[config.mk]
export PLATFORM = sky130hd
export DESIGN_NAME = uart_alu_intf
export DESIGN_NICKNAME = d
export VERILOG_FILES = /design/src/rtl/uart_alu_intf_pkg.sv /design/src/rtl/uart_alu_intf_timer.sv /design/src/rtl/uart_alu_intf.sv
export SDC_FILE = /design/constraint.sdc
export NUM_CORES = 1
export LEC_CHECK = 0
export CAP_MARGIN = 30
export CORE_ASPECT_RATIO = 1.25
export CORE_MARGIN = 5
export CORE_UTILIZATION = 45
export DETAILED_ROUTE_END_ITERATION = 8
export GPL_TIMING_DRIVEN = 1
export PLACE_DENSITY = 0.84
export SYNTH_ARGS = -nofsm -noshare
export SYNTH_HDL_FRONTEND = slang
export SYNTH_SLANG_ARGS = --single-unit
export TNS_END_PERCENT = 50
[constraint.sdc]
create_clock -name clk -period 1.5 [get_ports clk]
set_input_delay 0.15 -clock clk [delete_from_list [all_inputs] [get_ports clk]]
set_output_delay 0.15 -clock clk [all_outputs]
set_load 0.005 [all_outputs]
[src/rtl/uart_alu_intf_pkg.sv]
// Shared definitions for the UART-ALU frame controller: FSM state encoding and
// default sizing constants.
package uart_alu_intf_pkg;

  localparam int DEF_DBIT    = 8;
  localparam int DEF_TIMEOUT = 1_000_000;
  localparam int DEF_TMR_W   = 20;

  typedef enum logic [2:0] {
    GET_A  = 3'd0,
    GET_B  = 3'd1,
    GET_OP = 3'd2,
    EXEC   = 3'd3,
    SEND   = 3'd4
  } state_t;

endpackage

[src/rtl/uart_alu_intf_timer.sv]
// Inter-byte timeout counter: expire is high once TIMEOUT-1 idle clocks have
// accumulated since the last clear.
module frame_timer
  import uart_alu_intf_pkg::*;
#(
  parameter int TIMEOUT = DEF_TIMEOUT,
  parameter int TMR_W   = DEF_TMR_W
) (
  input  logic clk,
  input  logic reset,
  input  logic en,
  input  logic clr,
  output logic expire
);

  localparam logic [TMR_W-1:0] LAST = TMR_W'(TIMEOUT - 1);

  logic [TMR_W-1:0] r_count;

  // Idle counter; saturates at LAST so a stalled owner never wraps it
  always_ff @(posedge clk or negedge reset) begin
    if (!reset) begin
      r_count <= '0;
    end else if (clr) begin
      r_count <= '0;
    end else if (en && (r_count != LAST)) begin
      r_count <= r_count + TMR_W'(1);
    end
  end

  assign expire = (r_count == LAST);

endmodule

[src/rtl/uart_alu_intf.sv]
// Frame controller: pops A, B, OP from the RX FIFO, presents them to the ALU,
// and pushes the ALU result into the TX FIFO.
module uart_alu_intf
  import uart_alu_intf_pkg::*;
#(
  parameter int DBIT    = DEF_DBIT,
  parameter int TIMEOUT = DEF_TIMEOUT,
  parameter int TMR_W   = DEF_TMR_W
) (
  input  logic            clk,
  input  logic            reset,
  input  logic            rx_empty,
  input  logic [DBIT-1:0] r_data,
  output logic            rd_uart,
  input  logic            tx_full,
  output logic            wr_uart,
  output logic [DBIT-1:0] w_data,
  output logic [DBIT-1:0] alu_a,
  output logic [DBIT-1:0] alu_b,
  output logic [DBIT-1:0] alu_op,
  input  logic [DBIT-1:0] alu_result,
  output logic            frame_err,
  output logic            busy
);

  state_t          r_state;
  state_t          w_state_nxt;
  logic [DBIT-1:0] r_alu_a;
  logic [DBIT-1:0] r_alu_b;
  logic [DBIT-1:0] r_alu_op;
  logic [DBIT-1:0] r_w_data;
  logic            r_frame_err;
  logic            w_pop;
  logic            w_push;
  logic            w_abort;
  logic            w_expire;
  logic            w_tmr_en;
  logic            w_tmr_clr;

  // Next-state and FIFO handshake decode; a pop always beats a timeout
  always_comb begin
    w_pop       = 1'b0;
    w_push      = 1'b0;
    w_abort     = 1'b0;
    w_state_nxt = r_state;
    case (r_state)
      GET_A: begin
        w_pop = ~rx_empty;
        if (w_pop) w_state_nxt = GET_B;
        else       w_state_nxt = GET_A;
      end
      GET_B: begin
        w_pop = ~rx_empty;
        if (w_pop) begin
          w_state_nxt = GET_OP;
        end else if (w_expire) begin
          w_abort     = 1'b1;
          w_state_nxt = GET_A;
        end else begin
          w_state_nxt = GET_B;
        end
      end
      GET_OP: begin
        w_pop = ~rx_empty;
        if (w_pop) begin
          w_state_nxt = EXEC;
        end else if (w_expire) begin
          w_abort     = 1'b1;
          w_state_nxt = GET_A;
        end else begin
          w_state_nxt = GET_OP;
        end
      end
      EXEC: begin
        w_state_nxt = SEND;
      end
      SEND: begin
        w_push = ~tx_full;
        if (w_push) w_state_nxt = GET_A;
        else        w_state_nxt = SEND;
      end
      default: begin
        w_state_nxt = GET_A;
      end
    endcase
  end

  assign w_tmr_en  = ((r_state == GET_B) || (r_state == GET_OP)) && !w_pop;
  assign w_tmr_clr = w_pop || (w_state_nxt == GET_A);

  frame_timer #(
    .TIMEOUT (TIMEOUT),
    .TMR_W   (TMR_W)
  ) u_frame_timer (
    .clk    (clk),
    .reset  (reset),
    .en     (w_tmr_en),
    .clr    (w_tmr_clr),
    .expire (w_expire)
  );

  // State, operand capture and result latch; operands move only on their own pop
  always_ff @(posedge clk or negedge reset) begin
    if (!reset) begin
      r_state     <= GET_A;
      r_alu_a     <= '0;
      r_alu_b     <= '0;
      r_alu_op    <= '0;
      r_w_data    <= '0;
      r_frame_err <= 1'b0;
    end else begin
      r_state     <= w_state_nxt;
      r_frame_err <= w_abort;
      if (w_pop && (r_state == GET_A))  r_alu_a  <= r_data;
      if (w_pop && (r_state == GET_B))  r_alu_b  <= r_data;
      if (w_pop && (r_state == GET_OP)) r_alu_op <= r_data;
      if (r_state == EXEC)              r_w_data <= alu_result;
    end
  end

  // Handshakes are gated by reset so nothing moves while the block is held
  assign rd_uart   = reset & w_pop;
  assign wr_uart   = reset & w_push;
  assign w_data    = r_w_data;
  assign alu_a     = r_alu_a;
  assign alu_b     = r_alu_b;
  assign alu_op    = r_alu_op;
  assign frame_err = r_frame_err;
  assign busy      = (r_state != GET_A);

endmodule
# After elaboration in Yosys (flattened, before gate mapping)
# Cells that the tools add are included.
word_totals:
  wordCells: 46
  input_bits: 20
  out_inout_bits: 36
  register_bits: 56
classes:
  addsub: 1
  n_reduce_logical: 14
  bitwise: 4
  eq_ne: 6
  muxes: 14
op_table:
  columns: ["operator", "count"]
  rows:
  - ["2-to-1 mux 20 bit", 2]
  - ["adder 20 x 1 -> 20 bit (second input constant)", 1]
  - ["== test 20 bit (second input constant)", 1]
  - ["!= test 20 bit (second input constant)", 1]
  - ["case mux 3 bit (5 select lines)", 1]
  - ["2-to-1 mux 1 bit", 7]
  - ["== test 3 x 2 -> 1 bit (second input constant)", 2]
  - ["logical NOT 3 bit", 2]
  - ["2-to-1 mux 2 bit", 3]
  - ["logical AND 1 bit", 5]
  - ["== test 3 x 1 -> 1 bit (second input constant)", 1]
  - ["== test 3 bit (second input constant)", 1]
  - ["2-to-1 mux 3 bit", 1]
  - ["nonzero test 3 bit", 1]
  - ["OR reduction 3 bit", 1]
  - ["bitwise AND 1 bit", 2]
  - ["logical OR 1 bit", 2]
  - ["inverter 1 bit", 2]
  - ["nonzero test 2 bit", 1]
  - ["OR reduction 2 bit", 1]
  - ["logical NOT 1 bit", 1]

# Logic depth before layout (Yosys ltp)
# Gate-level depths: netlist of the first run.
logic_depth:
  word_depth: 8
  ltp_mapped: 7
  ltp_nobuf: 5

# Cells and area by module
# Synthesis of the first run repeated with hierarchy kept, for this count alone.
hier_totals:
  hier_cells: 213
  area_unflattened_um2: 2646.3
modules_own_cells:
  columns: ["module", "seq_area_each_um2", "n_inst", "area_each_um2", "cells_each"]
  rows:
  - ["uart_alu_intf", 900.9, 1, 1496.4, 99]
  - ["frame_timer", 500.5, 1, 1149.9, 114]

# Worst setup path after synthesis of the first run
# Ideal clock, no wire load.
synth_path:
  path_kind: "reg2reg"
  startpoint: "register u_frame_timer.r_count[10]"
  endpoint: "register u_frame_timer.r_count[1]"
  arrival_time_ps: 1500
  setup_time_ps: 119
  period_less_slack_ps: 1619
  n_path_buf: 0
  required_ps: 1381
  path_slack_ps: -119
  path_stages_with_launch: 6
  cell_sequence: "dfrtp_1 nor4_4 nand4b_1 o21ai_2 mux2i_1 nor2_1"
synth_between:
  elab_chain_cells: 7
  word_cells_on_any_way: 12
  cone_classes: "eq/ne (2); mux (6); reduce/logical (4)"
synth_rtl:
  columns: ["element", "line_no", "text"]
  rows:
  - ["start: declaration", "uart_alu_intf_timer.sv:18", "logic [TMR_W-1:0] r_count;"]
  - ["start signal: assignment", "uart_alu_intf_timer.sv:27", "r_count <= r_count + TMR_W'(1);"]
  - ["== test 20 bit", "uart_alu_intf_timer.sv:31", "assign expire = (r_count == LAST);"]
  - ["2-to-1 mux 1 bit or 2-to-1 mux 2 bit (tied branches)", "uart_alu_intf.sv:56, uart_alu_intf.sv:67", null]
  - ["2-to-1 mux 2 bit, on equally long branches", "uart_alu_intf.sv:54, uart_alu_intf.sv:65", null]
  - ["case mux 3 bit (5 select lines)", "uart_alu_intf.sv:46", "case (r_state)"]
  - ["logical NOT 3 bit", "uart_alu_intf.sv:89", "assign w_tmr_clr = w_pop || (w_state_nxt == GET_A);"]
  - ["logical OR 1 bit", "uart_alu_intf.sv:89", null]
  - ["2-to-1 mux 20 bit or nonzero test 2 bit (tied branches)", null, null]
# Several ways; a longest one is shown, not always the timed one.
# A chain may end at the register's enable or synchronous reset.

# Worst setup path in the final report of the first run
layout_path:
  startpoint: "register u_frame_timer.r_count[5]"
  endpoint: "register u_frame_timer.r_count[18]"
# The elaborated chain is that of the path after synthesis.

==> run_results.csv, run 1 <==
group,metric,value,unit
logic_synthesis,synth_common_cells,"56 x dfrtp_1, 32 x mux2_2, 23 x nor2_1",
min_path,hold_class,"input pin to flop",
power,clockPowerShare,17.8,%
timing,whs,0.454,ns
finish,fillers,333,
power,p_comb_share,45.8,%
setup_path,cp_slowest_stage_delay,0.39,ns
place,io_buffers,55,
clock_tree,clkTransAtPathRegs,0.10,ns
logic_synthesis,syn_inst,208,
setup_path,arrival,1.87,ns
timing,layout_min_cycle_time,1.67,ns
timing,max_freq,599,MHz
clock_tree,ctsHtreeMaxLevel,2,
clock_tree,clk_latency,0.31,ns
setup_path,worstPathCellList,"and4_2 > nand3_4 > buf_4 > nor4_2 > xnor2_1 > nor2_1",
finish,syn_to_final_growth,50.8,%
routing,ant_nets,0,
timing,hold_viol,0,
logic_synthesis,synth.area.top_cells,"dfrtp_1 56%, mux2_2 14%, nor2_1 3.4%, xor2_1 2.8%, xnor2_1 2.4%",
setup_path,critPathMaxFanout,6,
setup_path,r2r-end,"u_frame_timer.r_count[18]",
grt,grt_pass1_vias,2224,
logic_synthesis,synth-edff-count,0,
logic_synthesis,syn_avg_cell_area,12.1,um^2
status,violations,"negative setup slack",
routing,postRouteWirelength,6.40,mm
logic_synthesis,yosys_warnings,0,
run,max-cap-violations,0,
grt,grt_usage,18.2,%
setup_path,r2r_setup_slack,-0.17,ns
finish,stdcell_area,0.00380,mm^2
floorplanning,initial_core_util,46.3,%
floorplanning,die_h,93.7,um
clock_tree,cts-root-buf,"clkbuf_8",
place,globalplace.congestion,0.854,
floorplanning,std_cell_rows,30,
logic_synthesis,ys_seq_area_share,55.6,%
clock_tree,cts_buffers,5,
finish,multi_input_area,0.00125,mm^2
finish,utilization,69.9,%
timing,finalWorstSetupSlack,-0.169,ns
logic_synthesis,yosysUniqueCellTypes,37,
place,dpl.hpwl,4.48,mm
routing,firstDrtPassIters,4,
timing,worst_pin_slew,0.399,ns
setup_path,rr_worst_depth,6,
timing,setup_viol,39,
grt,grt_first_pass_wirelength,10.5,mm
status,status,"complete, but fails checks",
power,sequentialPowerShare,36.4,%
timing,tns,-4.31,ns
routing,wl_per_cell,17.2,um
setup_path,path_depth,6,
timing,period_share,111,%
power,swShare,29.1,%
grt,antenna_found_initial,0,
logic_synthesis,synth_top_cell_area_share,55.6,%
power,p_sw,1870,uW
setup_path,crit_required,1.70,ns
setup_path,worst-path-buf-inv,1,
routing,drcViolationCount,0,
routing,drt_iter0_drc,121,
setup_path,crit_type,"flop to flop",
timing,slew_headroom,73.4,%
timing,fin_skew,0.00506,ns
logic_synthesis,syn_nets,229,
clock_tree,clock_path_buffers,2,
floorplanning,ioPinCount,56,
finish,final_nets,329,
place,dpl_cell_area,0.00352,mm^2
routing,viasPerCell,5.41,
clock_tree,clock_sinks,56,
finish,diodes,0,
floorplanning,fp.dieW,77.0,um
power,vdd_drop_max,1.13,mV
setup_path,r2r-start,"u_frame_timer.r_count[5]",
timing,rsz0062_at_grt,"yes",
floorplanning,core,0.00544,mm^2
timing,maxSlewViolCount,0,
setup_path,slowest_stage,"dfrtp_1",
power,power.density,1690,mW/mm^2
finish,layout-drive-gt1-share,37.0,%
logic_synthesis,synth_ff_type,"dfrtp_1",
clock_tree,cts_tree,"yes",
setup_path,crit_end,"u_frame_timer.r_count[18]",
grt,grt_max_degree,32,
setup_path,worstSetupStartpointType,"flop",
power,power_leakage,0.00164,uW
logic_synthesis,yosysTopAreaCell,"dfrtp_1",
setup_path,end_kind,"flop",
setup_path,worst_path_dominant_cell_family,"simple AND/OR/NAND/NOR gates",
logic_synthesis,synth-async-reset-ratio,100,%
routing,vias,2013,
setup_path,startpoint,"u_frame_timer.r_count[5]",
logic_synthesis,synth-seq-cells,56,
grt,grt_overflow,0,
logic_synthesis,post-synth-top-count-cell,"dfrtp_1",
floorplanning,die-area,0.00721,mm^2
power,internal_power,4550,uW
logic_synthesis,syn_area,0.00252,mm^2
finish,seqCellArea,0.00140,mm^2
==> cells in the final DEF, fill, tap and decap left out, drive strengths merged, types with 4 or more instances in the layout <==
cell type      instances
a21oi                  6
and3                   7
buf                   45
clkbuf                 6
clkdlybuf4s50         51
dfrtp                 56
mux2                  32
nand2                 10
nand3                 11
nor2                  23
nor3                   5
o21ai                  6
or3                    4
xnor2                  7
xor2                   9
==> final cells by class <==
cell class	count	area share [%]
tap	64	2.10
multi-input combinational	144	32.8
clock inverter	2	1.58
timing repair buffer	99	24.6
clock buffer	5	1.81
sequential	56	36.9
inverter	2	0.197
==> power groups by stage <==
stage	Combinational, uW	Sequential (uW)	Clock [uW]
final	2940	2330	1140
after global routing	3140	2400	1220
after floorplan	1140	2310	0
after CTS	2880	2310	1150
after detailed placement	2730	2320	0
after global placement	2680	2290	0
==> registers in the layout, summed over array words and instances (netlist names) <==
register	flops
alu_op	8
u_frame_timer.r_count	20
frame_err	1
alu_b	8
w_data	8
r_state	3
alu_a	8
==> metrics by stage <==
stage | worst slack [ns] | cells | total power [uW]
floorplan | -0.0993 | 208 | 3450
global route | -0.223 | 372 | 6760
global placement | -0.232 | 360 | 4970
detailed placement | -0.274 | 360 | 5050
CTS | -0.165 | 371 | 6340
finish | -0.169 | 372 | 6410
==> per-layer routing <==
metal	up-vias	GRT usage [%]	part of all wire, %
met5	-	0	0
met4	0	5.25	0.89
met3	8	4.70	5.7
met2	71	33.5	53
met1	1011	20.5	40
li1	923	-	-
==> cells by family after synthesis <==
family | Yosys count | share of synthesized area, %
AOI/OAI and AO/OA | 15 | 3.82
muxes | 33 | 14.7
xor gates and xnor gates | 16 | 5.85
DFF | 56 | 55.6
buffers and inverters | 9 | 1.88
adders and majority gates | 1 | 0.496
and+or+nand+nor | 78 | 17.7
==> how the worst min path moves through the flow <==
stage / from / endpoint / slack [ns] / cells past startpoint
2_1_floorplan: reset / alu_a[0] / -0.15 / 0
3_3_place_gp: reset / alu_a[4] / 0.21 / 2
3_5_place_dp: reset / alu_a[4] / 0.22 / 2
4_1_cts: reset / r_state[1] / 0.45 / 3
5_1_grt: alu_result[7] / w_data[7] / 0.45 / 2
6_report: alu_result[4] / w_data[4] / 0.45 / 2
==> timing repair <==
item / in CTS / in global routing
pin swaps: 5 / 11
setup endpoints to repair: 49 / 58
cloned: 1 / 0
setup buffers: 2 / 1
hold buffers: 1 / 0
hold endpoints to repair: 56 / 0
gates resized for setup: 22 / 18
No activity file was read; power rests on OpenSTA's default activity.
==> inputs of run 2 (changes only) <==
--- a/config.mk
+++ b/config.mk
@@ -8,10 +8,10 @@
 export CAP_MARGIN = 30
 export CORE_ASPECT_RATIO = 1.25
 export CORE_MARGIN = 5
-export CORE_UTILIZATION = 45
+export CORE_UTILIZATION = 40
 export DETAILED_ROUTE_END_ITERATION = 8
 export GPL_TIMING_DRIVEN = 1
-export PLACE_DENSITY = 0.84
+export PLACE_DENSITY = 0.77
 export SYNTH_ARGS = -nofsm -noshare
 export SYNTH_HDL_FRONTEND = slang
 export SYNTH_SLANG_ARGS = --single-unit
==> run 2 against run 1 <==
The run still ends with negative setup slack left. Setup slack gained 0.012 ns. Critical endpoint is now alu_op[0]. Register-to-register slack is essentially flat. Global-route usage shrank 2.1 points. Sequential share of layout area shrank 0.39 points. First-iteration DRC count shrank 34%.
==> run_results.csv, run 2 (synthesized netlist as in run 1, its figures left out) <==
group,metric,value,unit
status,status,"complete, but fails checks",
status,violations,"negative setup slack",
routing,drt_iter0_drc,80,
clock_tree,clock_path_buffers,2,
clock_tree,cts_tree,"yes",
finish,final_nets,338,
clock_tree,clk_latency,0.31,ns
grt,grt_pass1_vias,2131,
floorplanning,die_h,98.8,um
setup_path,end_kind,"flop",
place,pre_cts_slack,-0.253,ns
run,max-cap-violations,0,
timing,rsz0062_at_grt,"yes",
grt,grt_usage,16.1,%
finish,layout_commonest_cell,"dfrtp_1",
grt,grt_first_pass_wirelength,10.2,mm
power,power_leakage,0.00170,uW
timing,finalWorstSetupSlack,-0.157,ns
place,io_buffers,55,
finish,layout-drive-gt1-share,37.1,%
setup_path,worstSetupStartpointType,"flop",
timing,max_freq,603,MHz
floorplanning,ioPinCount,56,
clock_tree,cts-root-buf,"clkbuf_8",
floorplanning,std_cell_rows,32,
clock_tree,clkTransAtPathRegs,0.10,ns
setup_path,crit_required,1.70,ns
setup_path,r2r_setup_slack,-0.16,ns
timing,hold_viol,0,
routing,drcViolationCount,0,
power,vdd_drop_max,1.17,mV
place,dpl.hpwl,4.46,mm
floorplanning,fp.dieW,81.0,um
timing,slew_headroom,63.1,%
finish,largest_register_ffs,20,
timing,layout_min_cycle_time,1.66,ns
floorplanning,die-area,0.00800,mm^2
routing,ant_nets,0,
grt,antenna_found_initial,0,
setup_path,arrival,1.86,ns
timing,period_share,110,%
power,total_power,6260,uW
timing,worst_pin_slew,0.554,ns
setup_path,crit_type,"flop to flop",
setup_path,critPathMaxFanout,8,
finish,syn_to_final_growth,52.6,%
finish,top_register,"u_frame_timer.r_count",
timing,setup_viol,39,
min_path,hold_class,"input pin to async pin",
clock_tree,ctsHtreeMaxLevel,2,
finish,final_cell_mix,"53 x dfrtp_1, 51 x clkdlybuf4s50_1, 44 x buf_4, 21 x nor2_1, 18 x mux2_2",
timing,tns,-3.36,ns
finish,diodes,0,
clock_tree,cts_buffers,5,
power,power.density,1630,mW/mm^2
floorplanning,initial_core_util,40.9,%
routing,postRouteWirelength,6.27,mm
clock_tree,clock_sinks,56,
floorplanning,core,0.00617,mm^2
routing,firstDrtPassIters,4,
place,globalplace.congestion,0.778,
finish,fillers,486,
grt,grt_max_degree,46,
routing,vias,1972,
grt,grt_overflow,0,
routing,viasPerCell,4.89,
timing,fin_skew,0.00616,ns
routing,wl_per_cell,15.6,um
timing,maxSlewViolCount,0,
==> run 2: worst paths after layout <==
check                              start  depth (start not counted)                        end
setup / recovery              r_state[0]                          5                  alu_op[0]
hold / removal                     reset                          3  u_frame_timer.r_count[14]
setup reg to reg              r_state[0]                          5                  alu_op[0]
hold reg to reg                w_data[3]                          1                  w_data[3]
max in group asynchronous          reset                          3                  w_data[7]
min in group clk           alu_result[5]                          2                  w_data[5]
==> run 2: worst max-delay path, stage by stage (launching register included) <==
cell,delay [ns]
dfrtp_2,0.45
buf_4,0.17
or2b_1,0.28
nor3_4,0.17
buf_12,0.16
mux2_2,0.32
==> run 2: layout make-up <==
cell class | instances | area [um^2] | area share, %
Clock buffer | 6 | 72.6 | 1.89
Timing Repair Buffer | 108 | 1000 | 26.0
Inverter | 2 | 7.51 | 0.195
Sequential cell | 56 | 1410 | 36.5
Clock inverter | 2 | 35.0 | 0.910
Tap cell | 85 | 106 | 2.76
Multi-Input combinational cell | 144 | 1220 | 31.8
==> run 2: timing repair <==
action | in CTS | in global routing
gates resized for setup | 23 | 14
endpoints found under the hold margin | 11 | 0
cloned | 0 | 1
setup endpoints to repair | 46 | 58
setup buffers | 5 | 5
hold buffers | 1 | 0
pin swaps | 4 | 12
==> run 2: layer usage <==
| layer | vias to the layer above | track usage (%) | routed length (um) |
|---|---|---|---|
| met5 | - | 0 | 0 |
| met4 | 0 | 4.16 | 104 |
| met3 | 10 | 5.48 | 430 |
| met2 | 50 | 27.6 | 3280 |
| met1 | 967 | 19.2 | 2460 |
| li1 | 945 | - | - |
==> run 2: where the power goes <==
part	total (uW)	switching, uW	internal [uW]
Clock	974	477	496
Sequential	2300	296	2010
Combinational	2990	1060	1930
Total	6260	1830	4430
==> run 2: stage by stage <==
stage	utilization [%]	hold WS [ns]	area, um^2	std cells
2_1_floorplan	-	-0.146	2590	208
3_3_place_gp	57.9	0.167	3570	384
3_5_place_dp	57.9	0.166	3570	384
4_1_cts	60.8	0.367	3750	397
5_1_grt	62.4	0.394	3850	403
6_report	62.4	0.388	3850	403
